**config.mk**
```make
export PLATFORM = sky130hd
export DESIGN_NAME = pipe_ctrl_unit_flat
export DESIGN_NICKNAME = d
export VERILOG_FILES = /design/src/rtl/pipe_ctrl_unit_pkg.sv /design/src/rtl/pipe_ctrl_unit_if.sv /design/src/rtl/pipe_ctrl_unit_stall_timer.sv /design/src/rtl/pipe_ctrl_unit.sv /design/src/flat_wrapper.sv
export SDC_FILE = /design/constraint.sdc
export NUM_CORES = 1
export LEC_CHECK = 0
export BUFFER_PORTS_ARGS = -buffer_cell sky130_fd_sc_hd__buf_2
export CAP_MARGIN = 20
export CORE_ASPECT_RATIO = 0.9
export CORE_MARGIN = 2
export CORE_UTILIZATION = 32
export DETAILED_ROUTE_END_ITERATION = 6
export PLACE_DENSITY_LB_ADDON = 0.2
export SETUP_SLACK_MARGIN = 0.2
export SYNTH_ARGS = -nofsm -noshare
export SYNTH_HDL_FRONTEND = slang
export SYNTH_SLANG_ARGS = --single-unit
```
**constraint.sdc**
```tcl
create_clock -name cpu_clk_50M -period 5 [get_ports cpu_clk_50M]
set_clock_uncertainty 0.2 [all_clocks]
set_input_delay 0.75 -clock cpu_clk_50M [delete_from_list [all_inputs] [get_ports cpu_clk_50M]]
set_output_delay 0.75 -clock cpu_clk_50M [all_outputs]
set_load 0.02 [all_outputs]
```
**src/rtl/pipe_ctrl_unit_pkg.sv**
```systemverilog
// Shared types and defaults for the pipeline stall/flush controller.
// The optional perf counters in pipe_ctrl_unit are enabled by defining SCU_PERF_EN.
package pipe_ctrl_unit_pkg;

  typedef enum logic [0:0] {
    StIdle  = 1'b0,
    StFlush = 1'b1
  } scu_state_e;

  localparam logic STOP   = 1'b1;
  localparam logic NOSTOP = 1'b0;

  localparam int unsigned DefNstage   = 6;
  localparam int unsigned DefMcStage  = 3;
  localparam int unsigned DefLenW     = 6;
  localparam int unsigned DefFlushCyc = 1;
  localparam int unsigned DefCntW     = 32;

endpackage

```
**src/rtl/pipe_ctrl_unit_if.sv**
```systemverilog
// Request/response bundle between the pipeline and the stall/flush controller.
interface pipe_ctrl_unit_if #(
  parameter int unsigned NSTAGE = 6,
  parameter int unsigned LEN_W  = 6,
  parameter int unsigned CNT_W  = 32
);
  logic [NSTAGE-1:0] stall_req;
  logic              mc_start;
  logic [LEN_W-1:0]  mc_len;
  logic              flush_req;
  logic [NSTAGE-1:0] stall;
  logic              flush;
  logic              mc_busy;
  logic [CNT_W-1:0]  perf_stall_cyc;
  logic [CNT_W-1:0]  perf_flush_cnt;

  modport master (
    output stall_req, mc_start, mc_len, flush_req,
    input  stall, flush, mc_busy, perf_stall_cyc, perf_flush_cnt
  );

  modport slave (
    input  stall_req, mc_start, mc_len, flush_req,
    output stall, flush, mc_busy, perf_stall_cyc, perf_flush_cnt
  );
endinterface

```
**src/rtl/pipe_ctrl_unit_stall_timer.sv**
```systemverilog
// Countdown for fixed-latency multi-cycle ops; busy while the count is non-zero.
module pipe_ctrl_unit_stall_timer #(
  parameter int unsigned LEN_W = 6
) (
  input  logic             clk,
  input  logic             rst_n,
  input  logic             start,
  input  logic [LEN_W-1:0] len,
  input  logic             abort,
  output logic             busy
);
  logic [LEN_W-1:0] cnt_q, cnt_d;

  assign busy = (cnt_q != '0);

  // The start cycle itself is one stall cycle, so load len-1.
  always_comb begin
    cnt_d = cnt_q;
    if (abort) begin
      cnt_d = '0;
    end else if (start && !busy && (len != '0)) begin
      cnt_d = len - LEN_W'(1);
    end else if (busy) begin
      cnt_d = cnt_q - LEN_W'(1);
    end
  end

  always_ff @(posedge clk or negedge rst_n) begin
    if (!rst_n) begin
      cnt_q <= '0;
    end else begin
      cnt_q <= cnt_d;
    end
  end
endmodule

```
**src/rtl/pipe_ctrl_unit.sv**
```systemverilog
// Pipeline stall/flush controller: prefix stall mask, multi-cycle timer, sequenced flush.
// Define SCU_PERF_EN to build the saturating stall-cycle and flush-event counters.
module pipe_ctrl_unit
  import pipe_ctrl_unit_pkg::*;
#(
  parameter int unsigned NSTAGE    = DefNstage,
  parameter int unsigned MC_STAGE  = DefMcStage,
  parameter int unsigned LEN_W     = DefLenW,
  parameter int unsigned FLUSH_CYC = DefFlushCyc,
  parameter int unsigned CNT_W     = DefCntW
) (
  input  logic          cpu_clk_50M,
  input  logic          cpu_rst_n,
  pipe_ctrl_unit_if.slave bus
);
  localparam int unsigned FcntW = (FLUSH_CYC > 1) ? $clog2(FLUSH_CYC) : 1;
  localparam logic [FcntW-1:0] FcntReload = FcntW'(FLUSH_CYC - 1);

  scu_state_e        state_q, state_d;
  logic [FcntW-1:0]  fcnt_q, fcnt_d;
  logic              flush_q, flush_d;
  logic              mc_busy;
  logic              tmr_req;
  logic [NSTAGE-1:0] eff;
  logic [NSTAGE-1:0] stall_mask;
  logic              acc;

  pipe_ctrl_unit_stall_timer #(
    .LEN_W (LEN_W)
  ) u_stall_timer (
    .clk   (cpu_clk_50M),
    .rst_n (cpu_rst_n),
    .start (bus.mc_start && (state_q == StIdle)),
    .len   (bus.mc_len),
    .abort ((state_q == StIdle) && bus.flush_req),
    .busy  (mc_busy)
  );

  assign tmr_req = (bus.mc_start && (bus.mc_len != '0) && !mc_busy) || mc_busy;
  assign eff     = bus.stall_req | (NSTAGE'(tmr_req) << MC_STAGE);

  // Highest requesting stage stalls itself and everything upstream of it.
  always_comb begin
    stall_mask = '0;
    acc        = 1'b0;
    for (int i = int'(NSTAGE) - 1; i >= 0; i--) begin
      acc           = acc | eff[i];
      stall_mask[i] = acc;
    end
    if (!cpu_rst_n || (state_q == StFlush)) begin
      stall_mask = '0;
    end
  end

  always_comb begin
    state_d = state_q;
    fcnt_d  = fcnt_q;
    unique case (state_q)
      StIdle: begin
        if (bus.flush_req) begin
          state_d = StFlush;
          fcnt_d  = FcntReload;
        end
      end
      StFlush: begin
        if (bus.flush_req) begin
          fcnt_d = FcntReload;
        end else if (fcnt_q != '0) begin
          fcnt_d = fcnt_q - FcntW'(1);
        end else begin
          state_d = StIdle;
        end
      end
    endcase
    flush_d = (state_d == StFlush);
  end

  always_ff @(posedge cpu_clk_50M or negedge cpu_rst_n) begin
    if (!cpu_rst_n) begin
      state_q <= StIdle;
      fcnt_q  <= '0;
      flush_q <= 1'b0;
    end else begin
      state_q <= state_d;
      fcnt_q  <= fcnt_d;
      flush_q <= flush_d;
    end
  end

  assign bus.stall   = stall_mask;
  assign bus.flush   = flush_q;
  assign bus.mc_busy = mc_busy;

`ifdef SCU_PERF_EN
  logic [CNT_W-1:0] perf_stall_q, perf_flush_q;

  always_ff @(posedge cpu_clk_50M or negedge cpu_rst_n) begin
    if (!cpu_rst_n) begin
      perf_stall_q <= '0;
      perf_flush_q <= '0;
    end else begin
      if (stall_mask[0] && (perf_stall_q != '1)) begin
        perf_stall_q <= perf_stall_q + CNT_W'(1);
      end
      if ((state_q == StIdle) && (state_d == StFlush) && (perf_flush_q != '1)) begin
        perf_flush_q <= perf_flush_q + CNT_W'(1);
      end
    end
  end

  assign bus.perf_stall_cyc = perf_stall_q;
  assign bus.perf_flush_cnt = perf_flush_q;
`else
  assign bus.perf_stall_cyc = '0;
  assign bus.perf_flush_cnt = '0;
`endif
endmodule
```
**src/flat_wrapper.sv**
```systemverilog
// flat-port wrapper written by rule: the top's interface ports become plain ports
module pipe_ctrl_unit_flat import pipe_ctrl_unit_pkg::*;
#(
  parameter int unsigned NSTAGE    = DefNstage,
  parameter int unsigned MC_STAGE  = DefMcStage,
  parameter int unsigned LEN_W     = DefLenW,
  parameter int unsigned FLUSH_CYC = DefFlushCyc,
  parameter int unsigned CNT_W     = DefCntW
)
  (cpu_clk_50M, cpu_rst_n, bus_stall_req, bus_mc_start, bus_mc_len, bus_flush_req, bus_stall, bus_flush, bus_mc_busy, bus_perf_stall_cyc, bus_perf_flush_cnt);
  pipe_ctrl_unit_if #(.NSTAGE(NSTAGE), .LEN_W(LEN_W), .CNT_W(CNT_W)) bus_i ();
  input  logic cpu_clk_50M;
  input  logic cpu_rst_n;
  input wire logic [$bits(bus_i.stall_req)-1:0] bus_stall_req;
  input wire logic [$bits(bus_i.mc_start)-1:0] bus_mc_start;
  input wire logic [$bits(bus_i.mc_len)-1:0] bus_mc_len;
  input wire logic [$bits(bus_i.flush_req)-1:0] bus_flush_req;
  output wire logic [$bits(bus_i.stall)-1:0] bus_stall;
  output wire logic [$bits(bus_i.flush)-1:0] bus_flush;
  output wire logic [$bits(bus_i.mc_busy)-1:0] bus_mc_busy;
  output wire logic [$bits(bus_i.perf_stall_cyc)-1:0] bus_perf_stall_cyc;
  output wire logic [$bits(bus_i.perf_flush_cnt)-1:0] bus_perf_flush_cnt;
  assign bus_i.stall_req = bus_stall_req;
  assign bus_i.mc_start = bus_mc_start;
  assign bus_i.mc_len = bus_mc_len;
  assign bus_i.flush_req = bus_flush_req;
  assign bus_stall = bus_i.stall;
  assign bus_flush = bus_i.flush;
  assign bus_mc_busy = bus_i.mc_busy;
  assign bus_perf_stall_cyc = bus_i.perf_stall_cyc;
  assign bus_perf_flush_cnt = bus_i.perf_flush_cnt;
  pipe_ctrl_unit #(.NSTAGE(NSTAGE), .MC_STAGE(MC_STAGE), .LEN_W(LEN_W), .FLUSH_CYC(FLUSH_CYC), .CNT_W(CNT_W)) u_core (.cpu_clk_50M(cpu_clk_50M), .cpu_rst_n(cpu_rst_n), .bus(bus_i));
endmodule
```
==> results by group <==
Timing
  • Max transition margin: 0.479
  • Tmin final: 3.18 ns
  • Fin crit share: 0.636
  • Final Hold Viols: 0
  • Hold Slack: 0.128 ns
  • RSZ-0062 raised after global routing: false
  • Setup TNS: 0 ns
  • Max Slew Vio Count: 0
  • Final setup vio count: 0
  • Worst slew pin tran: 0.775 ns
  • Peak Freq: 314 MHz

CTS
  • CTS resizes: 0
  • CTS Buf Count: 3
  • Clock tree root buffer cell: clkbuf_4
  • Worst-path clk slew: 0.06 ns
  • TritonCTS clock tree: yes
  • Total setup buffers inserted after CTS: 0
  • CTS sink cnt: 7
  • Htree depth: 1
  • CTS max path bufs: 2
  • CTS Hold Bufs: 0
  • Worst-skew pair later-pin latency: 0.25 ns

Power
  • Peak supply drop: 88.2 µV
  • Power per Cell Area: 350 nW/µm²
  • Combinational share of power: 0.540
  • Register share of total power: 0.304
  • Clock Power Share: 0.156
  • P_sw: 167 µW
  • Pint: 159 µW
  • Net Sw Frac: 0.512
  • LEAKAGE: 0.515 nW

Cells and area
  • # diodes: 0
  • Most frequent cells in the layout: 64 x conb_1, 23 x buf_2, 7 x a21oi_1, 7 x dfrtp_1, 6 x nor2_1
  • Fillcell total: 324
  • Area occupied by multi-input gates: 556 µm²
  • Area Growth Syn to Fin: -4.97%
  • Register area: 175 µm²
  • Share of cells above drive strength 1: 0.238
  • Most common cell after layout, fill and taps aside: conb_1
  • Layout net count: 160

Synthesis
  • Mapped Avg Cell Area: 8.39 µm²
  • Seq/Total Area, Yosys: 0.178
  • Synth Instances: 117
  • Cell Area, Synth: 982 µm²
  • Synth warn: 0
  • Synth Register Bits: 7
  • Netlist cell types: 30

Die
  • Initial core utilization: 0.328
  • DIE HEIGHT: 56.6 µm
  • Die Width: 62.4 µm
  • Core area: 3000 µm²
  • # IOs: 88
  • Row cnt: 19
  • Die area: 3530 µm²

Detailed routing
  • DRC Markers: 0
  • Wire per inst: 7.72 µm
  • WL final: 1.43 mm
  • Initial DRC count: 9
  • Initial DRT Pass Iterations: 4
  • Via count: 667
  • Antenna viol nets, final: 0
  • Drt via density: 3.61

Placement
  • GPL Wtd Cong: 0.675
  • Port Buf Inserts: 23
  • DP HPWL: 1.23 mm

Job
  • Max-Cap Viols: 0

Critical path
  • CP most frequent cell: buf_2
  • CP Class: in -> out
  • CP max-delay cell: or4_4
  • Crit-path max cell delay: 0.57 ns
  • Reg-to-reg slack, setup: 3.02 ns
  • Worst reg2reg endpoint: u_core.u_stall_timer.cnt_q[5]
  • Worst Setup End Kind: primary output
  • Reg-to-Reg Start: u_core.u_stall_timer.cnt_q[2]
  • Crit-path cells: buf_2 -> or4_4 -> o31a_4 -> nor3_4 -> a31oi_1 -> buf_2
  • Crit path max fanout: 4
  • WP data required: 4.05 ns
  • Crit start category: input pin
  • Worst R2R Path Depth: 4
  • Arrival @ worst endpoint: 2.23 ns

GRT
  • First-pass GRT wire length: 2.15 mm
  • Vias in the first global route: 489
  • Largest net degree at the start of global routing: 9
  • Grt ovf: 0
  • Initial antenna violation count: 0
  • GRT Total Usage: 0.0749

Run status
  • Status: finished, final reports clean

Min path
  • Hold Crit Class: in -> async
[cell type report]
class,count,area share
Multi-Input combinational cell,107,0.595
Inverter,2,0.00804
Timing Repair Buffer,23,0.123
Tap cell,42,0.0563
Sequential cell,7,0.188
Clock inverter,1,0.00536
Clock buffer,3,0.0241
[synth_stat cells]
| cell | number | area (µm²) |
|---|---|---|
| nor2b_1 | 1 | 6.26 |
| o31a_4 | 1 | 17.5 |
| xnor2_1 | 2 | 17.5 |
| nand2b_1 | 2 | 12.5 |
| a311oi_1 | 1 | 8.76 |
| a21oi_1 | 7 | 35.0 |
| conb_1 | 1 | 3.75 |
| a211oi_1 | 1 | 7.51 |
| nand3_1 | 1 | 5.00 |
| nor3_4 | 1 | 16.3 |
| o21ai_4 | 1 | 16.3 |
| buf_4 | 64 | 480 |
| inv_1 | 2 | 7.51 |
| o211ai_1 | 1 | 7.51 |
| dfrtp_1 | 7 | 175 |
| a31oi_1 | 2 | 12.5 |
| o31ai_1 | 2 | 15.0 |
| nor4b_1 | 1 | 8.76 |
| or4_4 | 1 | 11.3 |
| nand2_1 | 2 | 7.51 |
| xor2_1 | 2 | 17.5 |
| a2111o_1 | 1 | 11.3 |
| nand2_4 | 1 | 11.3 |
| and2_1 | 1 | 6.26 |
| o21ai_0 | 1 | 5.00 |
| a211oi_2 | 1 | 12.5 |
| nor3_1 | 1 | 5.00 |
| nor4_1 | 1 | 6.26 |
| nor2_1 | 6 | 22.5 |
| nor4_2 | 1 | 12.5 |
[how the worst max path moves through the flow]
stage          slack (ns)  cells past startpoint      endpoint          start
2_1_floorplan        2.07                      4  bus_stall[0]  bus_mc_len[1]
4_1_cts              1.82                      6  bus_stall[0]  bus_mc_len[1]
5_1_grt              1.75                      6  bus_stall[0]  bus_mc_len[1]
3_5_place_dp         1.82                      6  bus_stall[0]  bus_mc_len[1]
3_3_place_gp         1.86                      6  bus_stall[0]  bus_mc_len[1]
6_report             1.82                      6  bus_stall[0]  bus_mc_len[1]
[logic make-up (layout without fill, tap and decap cells)]
kind of cell,Yosys count,after routing,share of synthesized area
other cells,1,64,0.00382
buf+inv,66,29,0.497
flops,7,7,0.178
xor+xnor,4,4,0.0357
simple gates,20,20,0.134
compound gates,19,19,0.152
[per-layer routing]
metal	part of all wire	track usage	vias to the layer above	wire length (µm)
li1	-	-	315	-
met1	0.45	0.101	305	637
met2	0.46	0.115	47	663
met3	0.090	0.0120	0	128
met4	0	0.0381	0	0
met5	0	0	-	0
[per-stage QoR]
step	setup WS, ns	cell area [µm²]	total power [mW]	instances	util
after floorplan	2.07	1220	0.277	180	-
after global placement	1.86	906	0.276	181	0.302
after detailed placement	1.82	906	0.274	181	0.302
after CTS	1.82	933	0.326	185	0.312
after global routing	1.75	933	0.352	185	0.312
final	1.82	933	0.327	185	0.312
[registers in the layout (all words and copies together), names as in the netlist]
register,cells
u_core.state_q,1
u_core.u_stall_timer.cnt_q,6
[worst max-delay path: cells and delay by family]
family | cells | cell delay (ns)
simple gates | 2 | 0.74
compound gates | 2 | 0.44
buf+inv | 2 | 0.29
[power by group through the flow]
stage | Combinational, mW | Sequential (mW) | Clock [mW]
after floorplan | 0.182 | 0.0947 | 0
after global placement | 0.177 | 0.0989 | 0
after detailed placement | 0.174 | 0.0998 | 0
after CTS | 0.175 | 0.0989 | 0.0522
after global routing | 0.193 | 0.103 | 0.0567
final | 0.176 | 0.0994 | 0.0509
Power figures use the tool's default switching activity.
